==> src/rtl/ieee754_adder_seq.sv <==
// Multi-cycle IEEE754 add/subtract with round-to-nearest-even, specials and status flags.
// Latency: fixed 4 cycles from accepted start to the done pulse (IDLE->ALIGN->ADDSUB->NORM->ROUND).
// Backpressure: start is ignored while busy; a start during the done cycle is accepted.
// Ports: clk/rst (sync, active-high); start, a, b, sub in; busy, done, result and
//        overflow/underflow/invalid/inexact out. Result and flags are registered and
//        held until the next done.
module ieee754_adder_seq #(
  parameter int EXP_W = 8,
  parameter int MAN_W = 23
) (
  input  logic                   clk,
  input  logic                   rst,
  input  logic                   start,
  input  logic [EXP_W+MAN_W:0]   a,
  input  logic [EXP_W+MAN_W:0]   b,
  input  logic                   sub,
  output logic                   busy,
  output logic                   done,
  output logic [EXP_W+MAN_W:0]   result,
  output logic                   overflow,
  output logic                   underflow,
  output logic                   invalid,
  output logic                   inexact
);
  localparam int W  = 1 + EXP_W + MAN_W;
  localparam int MW = MAN_W + 4;   // hidden + fraction + G,R,S
  localparam int EW = EXP_W + 2;   // signed working exponent, room for carry and lzc underflow
  localparam logic [EXP_W-1:0]        SH_MAX = EXP_W'(MAN_W + 3);
  localparam logic signed [EW-1:0]    EMAX   = EW'((1 << EXP_W) - 1);
  localparam logic [W-1:0]            QNAN   = {1'b0, {EXP_W{1'b1}}, 1'b1, {(MAN_W-1){1'b0}}};

  typedef enum logic [2:0] {S_IDLE, S_ALIGN, S_ADDSUB, S_NORM, S_ROUND} state_t;
  typedef enum logic [1:0] {SP_NONE, SP_NAN, SP_INF, SP_ZERO} spec_t;

  state_t                 state_q;
  spec_t                  spec_q, spec_d;
  logic                   spec_sign_q, spec_sign_d;
  logic [W-1:0]           a_q, b_q;
  logic                   sign_q, eff_sub_q;
  logic signed [EW-1:0]   exp_q;
  logic [MW-1:0]          mx_q, my_q, nm_q;
  logic [MW:0]            sum_q;
  logic                   zero_q;
  logic                   busy_q, done_q, ovf_q, unf_q, inv_q, inx_q;
  logic [W-1:0]           result_q;

  // Leading-zero count; the last hit in the upward scan is the most significant set bit.
  function automatic logic [EW-1:0] lzc(input logic [MW-1:0] v);
    logic [EW-1:0] n;
    n = EW'(MW);
    for (int i = 0; i < MW; i++) if (v[i]) n = EW'(MW - 1 - i);
    return n;
  endfunction

  // ALIGN: order operands by magnitude, align the smaller, classify specials.
  logic [EXP_W-1:0] ea, eb, ex, ey, dsh;
  logic [MAN_W-1:0] fa, fb, fx, fy;
  logic [W-2:0]     mag_a, mag_b;
  logic             sa, sb, sx, swap, nan_a, nan_b, inf_a, inf_b, za, zb, lost;
  logic [MW-1:0]    mx_d, my_full, my_sh, my_d;

  always_comb begin
    sa = a_q[W-1]; ea = a_q[W-2:MAN_W]; fa = a_q[MAN_W-1:0];
    sb = b_q[W-1]; eb = b_q[W-2:MAN_W]; fb = b_q[MAN_W-1:0];
    za = (ea == '0); zb = (eb == '0);
    // Denormals count as zero, so their fraction must not win the magnitude compare.
    mag_a = za ? '0 : a_q[W-2:0];
    mag_b = zb ? '0 : b_q[W-2:0];
    swap  = mag_b > mag_a;
    sx = swap ? sb : sa;
    ex = swap ? eb : ea;  ey = swap ? ea : eb;
    fx = swap ? fb : fa;  fy = swap ? fa : fb;
    mx_d    = (ex == '0) ? '0 : {1'b1, fx, 3'b000};
    my_full = (ey == '0) ? '0 : {1'b1, fy, 3'b000};
    dsh = ex - ey;
    if (dsh > SH_MAX) dsh = SH_MAX;
    my_sh = my_full >> dsh;
    lost  = |(my_full & ~({MW{1'b1}} << dsh));
    my_d  = {my_sh[MW-1:1], my_sh[0] | lost};

    nan_a = (&ea) & (|fa);  inf_a = (&ea) & ~(|fa);
    nan_b = (&eb) & (|fb);  inf_b = (&eb) & ~(|fb);
    spec_d = SP_NONE; spec_sign_d = 1'b0;
    if (nan_a | nan_b | (inf_a & inf_b & (sa ^ sb))) spec_d = SP_NAN;
    else if (inf_a) begin spec_d = SP_INF;  spec_sign_d = sa;      end
    else if (inf_b) begin spec_d = SP_INF;  spec_sign_d = sb;      end
    else if (za & zb) begin spec_d = SP_ZERO; spec_sign_d = sa & sb; end
  end

  // ADDSUB: X >= Y in magnitude, so the difference never goes negative.
  logic [MW:0] sum_d;
  always_comb begin
    sum_d = eff_sub_q ? ({1'b0, mx_q} - {1'b0, my_q}) : ({1'b0, mx_q} + {1'b0, my_q});
  end

  // NORM: carry-out shifts right (lost bit folded into sticky), otherwise left by lzc.
  logic [EW-1:0]        lz;
  logic [MW-1:0]        nm_d;
  logic signed [EW-1:0] exp_n_d;
  always_comb begin
    lz = lzc(sum_q[MW-1:0]);
    if (sum_q[MW]) begin
      nm_d    = {sum_q[MW:2], sum_q[1] | sum_q[0]};
      exp_n_d = exp_q + EW'(1);
    end else begin
      nm_d    = sum_q[MW-1:0] << lz;
      exp_n_d = exp_q - $signed(lz);
    end
  end

  // ROUND: RNE, renormalise on mantissa carry-out, then resolve specials and range.
  logic                 g, r, s, rup;
  logic [MAN_W+1:0]     mr;
  logic signed [EW-1:0] exp_r;
  logic [MAN_W-1:0]     frac_r;
  logic [W-1:0]         res_d;
  logic                 ovf_d, unf_d, inv_d, inx_d;
  always_comb begin
    g = nm_q[2]; r = nm_q[1]; s = nm_q[0];
    rup    = g & (r | s | nm_q[3]);
    mr     = {1'b0, nm_q[MW-1:3]} + {{(MAN_W+1){1'b0}}, rup};
    exp_r  = mr[MAN_W+1] ? exp_q + EW'(1) : exp_q;
    frac_r = mr[MAN_W+1] ? mr[MAN_W:1] : mr[MAN_W-1:0];
    res_d  = {sign_q, exp_r[EXP_W-1:0], frac_r};
    ovf_d = 1'b0; unf_d = 1'b0; inv_d = 1'b0; inx_d = g | r | s;
    case (spec_q)
      SP_NAN:  begin res_d = QNAN; inv_d = 1'b1; inx_d = 1'b0; end
      SP_INF:  begin res_d = {spec_sign_q, {EXP_W{1'b1}}, {MAN_W{1'b0}}}; inx_d = 1'b0; end
      SP_ZERO: begin res_d = {spec_sign_q, {(W-1){1'b0}}}; inx_d = 1'b0; end
      default: begin
        if (zero_q) begin
          res_d = '0; inx_d = 1'b0;               // exact cancellation is +0
        end else if (exp_q[EW-1] || (exp_q == '0)) begin
          res_d = {sign_q, {(W-1){1'b0}}}; unf_d = 1'b1; inx_d = 1'b1;
        end else if (exp_r >= EMAX) begin
          res_d = {sign_q, {EXP_W{1'b1}}, {MAN_W{1'b0}}}; ovf_d = 1'b1; inx_d = 1'b1;
        end
      end
    endcase
  end

  always_ff @(posedge clk) begin
    if (rst) begin
      state_q <= S_IDLE; busy_q <= 1'b0; done_q <= 1'b0; result_q <= '0;
      ovf_q <= 1'b0; unf_q <= 1'b0; inv_q <= 1'b0; inx_q <= 1'b0;
    end else begin
      done_q <= 1'b0;
      case (state_q)
        S_IDLE: if (start) begin
          a_q <= a; b_q <= b ^ {sub, {(W-1){1'b0}}};
          busy_q <= 1'b1; state_q <= S_ALIGN;
        end
        S_ALIGN: begin
          sign_q <= sx; eff_sub_q <= sa ^ sb; exp_q <= $signed({2'b00, ex});
          mx_q <= mx_d; my_q <= my_d; spec_q <= spec_d; spec_sign_q <= spec_sign_d;
          state_q <= S_ADDSUB;
        end
        S_ADDSUB: begin sum_q <= sum_d; state_q <= S_NORM; end
        S_NORM: begin
          nm_q <= nm_d; exp_q <= exp_n_d; zero_q <= (sum_q == '0); state_q <= S_ROUND;
        end
        S_ROUND: begin
          result_q <= res_d; ovf_q <= ovf_d; unf_q <= unf_d; inv_q <= inv_d; inx_q <= inx_d;
          busy_q <= 1'b0; done_q <= 1'b1; state_q <= S_IDLE;
        end
        default: state_q <= S_IDLE;
      endcase
    end
  end

  assign busy      = busy_q;
  assign done      = done_q;
  assign result    = result_q;
  assign overflow  = ovf_q;
  assign underflow = unf_q;
  assign invalid   = inv_q;
  assign inexact   = inx_q;
endmodule

==> config.mk <==
export PLATFORM = sky130hd
export DESIGN_NAME = ieee754_adder_seq
export DESIGN_NICKNAME = d
export VERILOG_FILES = /design/src/rtl/ieee754_adder_seq.sv
export SDC_FILE = /design/constraint.sdc
export NUM_CORES = 1
export LEC_CHECK = 0
export BUFFER_PORTS_ARGS = -buffer_cell sky130_fd_sc_hd__clkbuf_2
export CAP_MARGIN = 10
export CORE_UTILIZATION = 50
export CTS_CLUSTER_DIAMETER = 50
export DETAILED_ROUTE_END_ITERATION = 7
export HOLD_SLACK_MARGIN = 0.12
export PLACE_DENSITY = 0.68
export SYNTH_ARGS = -nofsm -noshare
export SYNTH_HDL_FRONTEND = slang
export SYNTH_SLANG_ARGS = --single-unit
export TNS_END_PERCENT = 20
==> constraint.sdc <==
create_clock -name clk -period 9.6 [get_ports clk]
set_input_delay 0.96 -clock clk [delete_from_list [all_inputs] [get_ports clk]]
set_output_delay 0.96 -clock clk [all_outputs]
set_load 0.02 [all_outputs]
==> flow_metrics.env <==
export IMPL_outcome="complete, no violations"
export IMPL_hp_start="invalid$_SDFFE_PP0P_"
export IMPL_pwr_density_cell_nw_per_um2=159
export IMPL_holdBufCountCts=0
export IMPL_clkTransAtPathRegs_ns=0.06
export IMPL_r2r_end="my_q[6]$_SDFFCE_PP0P_"
export IMPL_synthXorXnorAreaFrac_pct=5.21
export IMPL_irDropWorstVdd_uv=146
export IMPL_grt_util_all_layers_pct=27.0
export IMPL_r2r_start="b_q[23]$_DFFE_PP_"
export IMPL_cap_violations=0
export IMPL_gr_total_overflow=0
export IMPL_grt_max_degree=72
export IMPL_syn_area_per_cell_um2=8.89
export IMPL_synth_top_family_by_area="simple AND/OR/NAND/NOR gates"
export IMPL_port_buffers=105
export IMPL_rsz0062_at_grt="no"
export IMPL_synth_simple_area_share_pct=20.5
export IMPL_rows=65
export IMPL_async_reset_ff_share_pct=0
export IMPL_cts_setup_buffers=0
export IMPL_clkLatencyLatePin_ns=0.57
export IMPL_drtIter0Drc=1381
export IMPL_ios=106
export IMPL_combinationalPowerShare_pct=20.9
export IMPL_die_area_um2=32600
export IMPL_cts_buffers=29
export IMPL_ys_flop_type="edfxtp_1"
export IMPL_clockBufferDepth=3
export IMPL_grt_pass1_wl_um=70000
export IMPL_synth_compound_area_share_pct=19.1
export IMPL_antenna_found_initial=1
export IMPL_area_growth_pct=11.1
export IMPL_die_h_um=181
export IMPL_die_w_um=181
export IMPL_cts_tree="built"
export IMPL_worstSetupEndpointType="register"
export IMPL_drive_above_1_share_pct=12.2
export IMPL_reg2reg_depth=24
export IMPL_viasPerCell=6.11
export IMPL_p_leak_nw=6.79
export IMPL_finalHoldViolations=0
export IMPL_synth_edf_count=186
export IMPL_rrSetupSlack_ns=1.23
export IMPL_vias=13900
export IMPL_ys_ff_latch=227
export IMPL_dpl_hpwl_um=34300
export IMPL_min_path_type="register to register"
export IMPL_p_clk_share_pct=37.5
export IMPL_antenna_cells=0
export IMPL_setup_ws_ns=1.23
export IMPL_holdPathEnd="invalid$_SDFFE_PP0P_"
export IMPL_setup_viol=0
export IMPL_tns_ns=0
export IMPL_gp_congestion=1.03
export IMPL_cp_data_required_time_ns=9.92
export IMPL_intPower_w=0.00196
export IMPL_syn_num_nets=1932
export IMPL_yosysSeqAreaShare_pct=40.2
export IMPL_wl_um=44900
export IMPL_whs_path_depth=2
export IMPL_clkSinkCount=227
export IMPL_finish_net_count=1982
export IMPL_root_buffer="clkbuf_16"
export IMPL_syn_area_um2=15900
export IMPL_yosysWarningCount=0
export IMPL_synth_cell_types=92
export IMPL_drcViolationCount=0
export IMPL_power_switching_w=0.000864
export IMPL_power_frac_seq_pct=41.6
export IMPL_switching_share_pct=30.6
export IMPL_fmax_ghz=0.119
export IMPL_clock_skew_ns=0.0109
export IMPL_synthMuxAreaShare_pct=5.40
export IMPL_fin_crit_sh_pct=87.2
export IMPL_cp_start_kind="register"
export IMPL_synthCells=1793
export IMPL_place_ws_ns=1.38
export IMPL_post_cts_resized=0
export IMPL_critPathKind="register to register"
export IMPL_initial_core_util_pct=50.7
export IMPL_ant_nets=0
export IMPL_cts_htree_levels=1
export IMPL_slew_viol_final=0
export IMPL_relSlewSlack_pct=30.7
export IMPL_arrival_ns=8.69
export IMPL_grt_pass1_vias=13000
export IMPL_tightest_slew_ns=1.03
export IMPL_critPathMaxFanout=71
export IMPL_coreArea_um2=31500
export IMPL_fin_crit_ns=8.37
export IMPL_routedWlPerCell_um=19.8
export IMPL_drt_pre_antenna_iters=8
export IMPL_synth_adder_area_share_pct=5.81
cell type report:
type,instances,area [µm²]
Fill cell,2871,13800
Multi-Input combinational cell,1407,8960
Sequential cell,227,6410
Clock buffer,36,815
Timing Repair Buffer,126,683
Tap cell,402,503
Inverter,52,195
Clock inverter,18,153
cells in the mapped netlist (all sizes together) (8+ instances only):
cell / number / area [µm²]
ha: 70 / 876
and4: 8 / 70.1
xor2: 33 / 297
edfxtp: 186 / 5590
nor3: 46 / 235
o31ai: 9 / 67.6
and2: 36 / 225
nand4: 21 / 138
nor2b: 12 / 75.1
a221oi: 8 / 87.6
nor2: 189 / 726
a21oi: 173 / 870
mux2i: 72 / 737
nor4: 35 / 246
o211ai: 20 / 160
o21ai: 71 / 355
o21a: 12 / 90.1
a211oi: 21 / 158
o221a: 12 / 135
dfxtp: 41 / 821
inv: 51 / 191
xnor2: 61 / 534
a22oi: 24 / 185
and3: 16 / 100
o221ai: 19 / 166
clkbuf: 94 / 353
buf: 13 / 67.6
nand3: 33 / 165
a31oi: 16 / 106
nand2b: 20 / 125
nand2: 248 / 933
mux2: 9 / 101
a21o: 13 / 97.6
worst max-delay path, stage by stage (launching register included):
cell	delay [ns]
edfxtp_1	0.54
nor4_1	0.31
nand2_1	0.50
and2_1	0.37
ha_1	0.33
and4_1	0.27
a21boi_0	0.20
o21bai_1	0.11
and4_1	0.26
nor2_8	0.77
a21oi_1	0.15
ha_1	0.29
nor2_1	0.19
nor2_1	0.06
a21oi_1	0.14
a31oi_2	0.07
a221oi_4	0.41
mux2i_1	0.24
nor3_2	0.58
o211a_1	0.85
mux2i_4	0.38
mux2i_1	0.16
a221oi_1	0.52
o22ai_1	0.14
a31o_1	0.24
cells by family after synthesis:
group                    Yosys count
AND/OR/NAND/NOR                  693
AO/OA/AOI/OAI                    464
flip-flops                       227
buffers and inverters            159
XOR/XNOR                          94
multiplexers                      82
adder cells (fa/ha/maj)           74
stage by stage:
step | total power, W | cells | cell area (µm²) | util [%] | hold WS [ns]
floorplan | 0.00160 | 1793 | 15900 | - | 0.463
global placement | 0.00176 | 2214 | 16700 | 53.2 | 0.451
detailed placement | 0.00177 | 2214 | 16700 | 53.2 | 0.457
CTS | 0.00283 | 2268 | 17700 | 56.3 | 0.464
global route | 0.00294 | 2268 | 17700 | 56.3 | 0.486
finish | 0.00282 | 2268 | 17700 | 56.3 | 0.464
registers in the layout, summed over array words and instances, names as in the netlist, 10 cells and up:
signal / cells
a_q: 32
b_q: 32
result: 32
sum_q: 28
my_q: 27
nm_q: 27
mx_q: 24
exp_q: 10
metal layers:
metal | wire length, µm | share of wire (%) | GRT usage, %
met5 | 0 | 0 | 0
met4 | 1520 | 3.4 | 10.7
met3 | 2740 | 6.1 | 3.68
met2 | 20800 | 46 | 44.5
met1 | 19800 | 44 | 35.9
cell usage in the layout, fill, tap and decap left out, types with 33 or more instances in the layout:
cell type,n
a21oi_1,172
nor3_1,44
inv_1,50
nand2_1,247
xnor2_1,61
nor2_1,188
edfxtp_1,186
mux2i_1,68
o21ai_0,67
dfxtp_1,41
and2_1,36
clkbuf_2,105
ha_1,70
nand3_1,33
power groups by stage:
stage | registers (W) | clock network [W] | logic, W
2_1_floorplan | 0.00117 | 0 | 0.000432
3_3_place_gp | 0.00119 | 0 | 0.000572
3_5_place_dp | 0.00119 | 0 | 0.000573
4_1_cts | 0.00117 | 0.00108 | 0.000576
5_1_grt | 0.00118 | 0.00112 | 0.000640
6_report | 0.00117 | 0.00106 | 0.000589
how the worst max path moves through the flow:
| stage | startpoint | end | cells past startpoint |
|---|---|---|---|
| floorplan | a_q[26]$_DFFE_PP_ | my_q[0]$_DFFE_PP_ | 31 |
| global placement | b_q[28]$_DFFE_PP_ | my_q[0]$_DFFE_PP_ | 24 |
| detailed placement | b_q[23]$_DFFE_PP_ | my_q[0]$_DFFE_PP_ | 24 |
| CTS | b_q[23]$_DFFE_PP_ | my_q[0]$_DFFE_PP_ | 24 |
| global route | b_q[28]$_DFFE_PP_ | my_q[6]$_SDFFCE_PP0P_ | 24 |
| finish | b_q[23]$_DFFE_PP_ | my_q[6]$_SDFFCE_PP0P_ | 24 |
No activity file was read; power rests on OpenSTA's default activity.
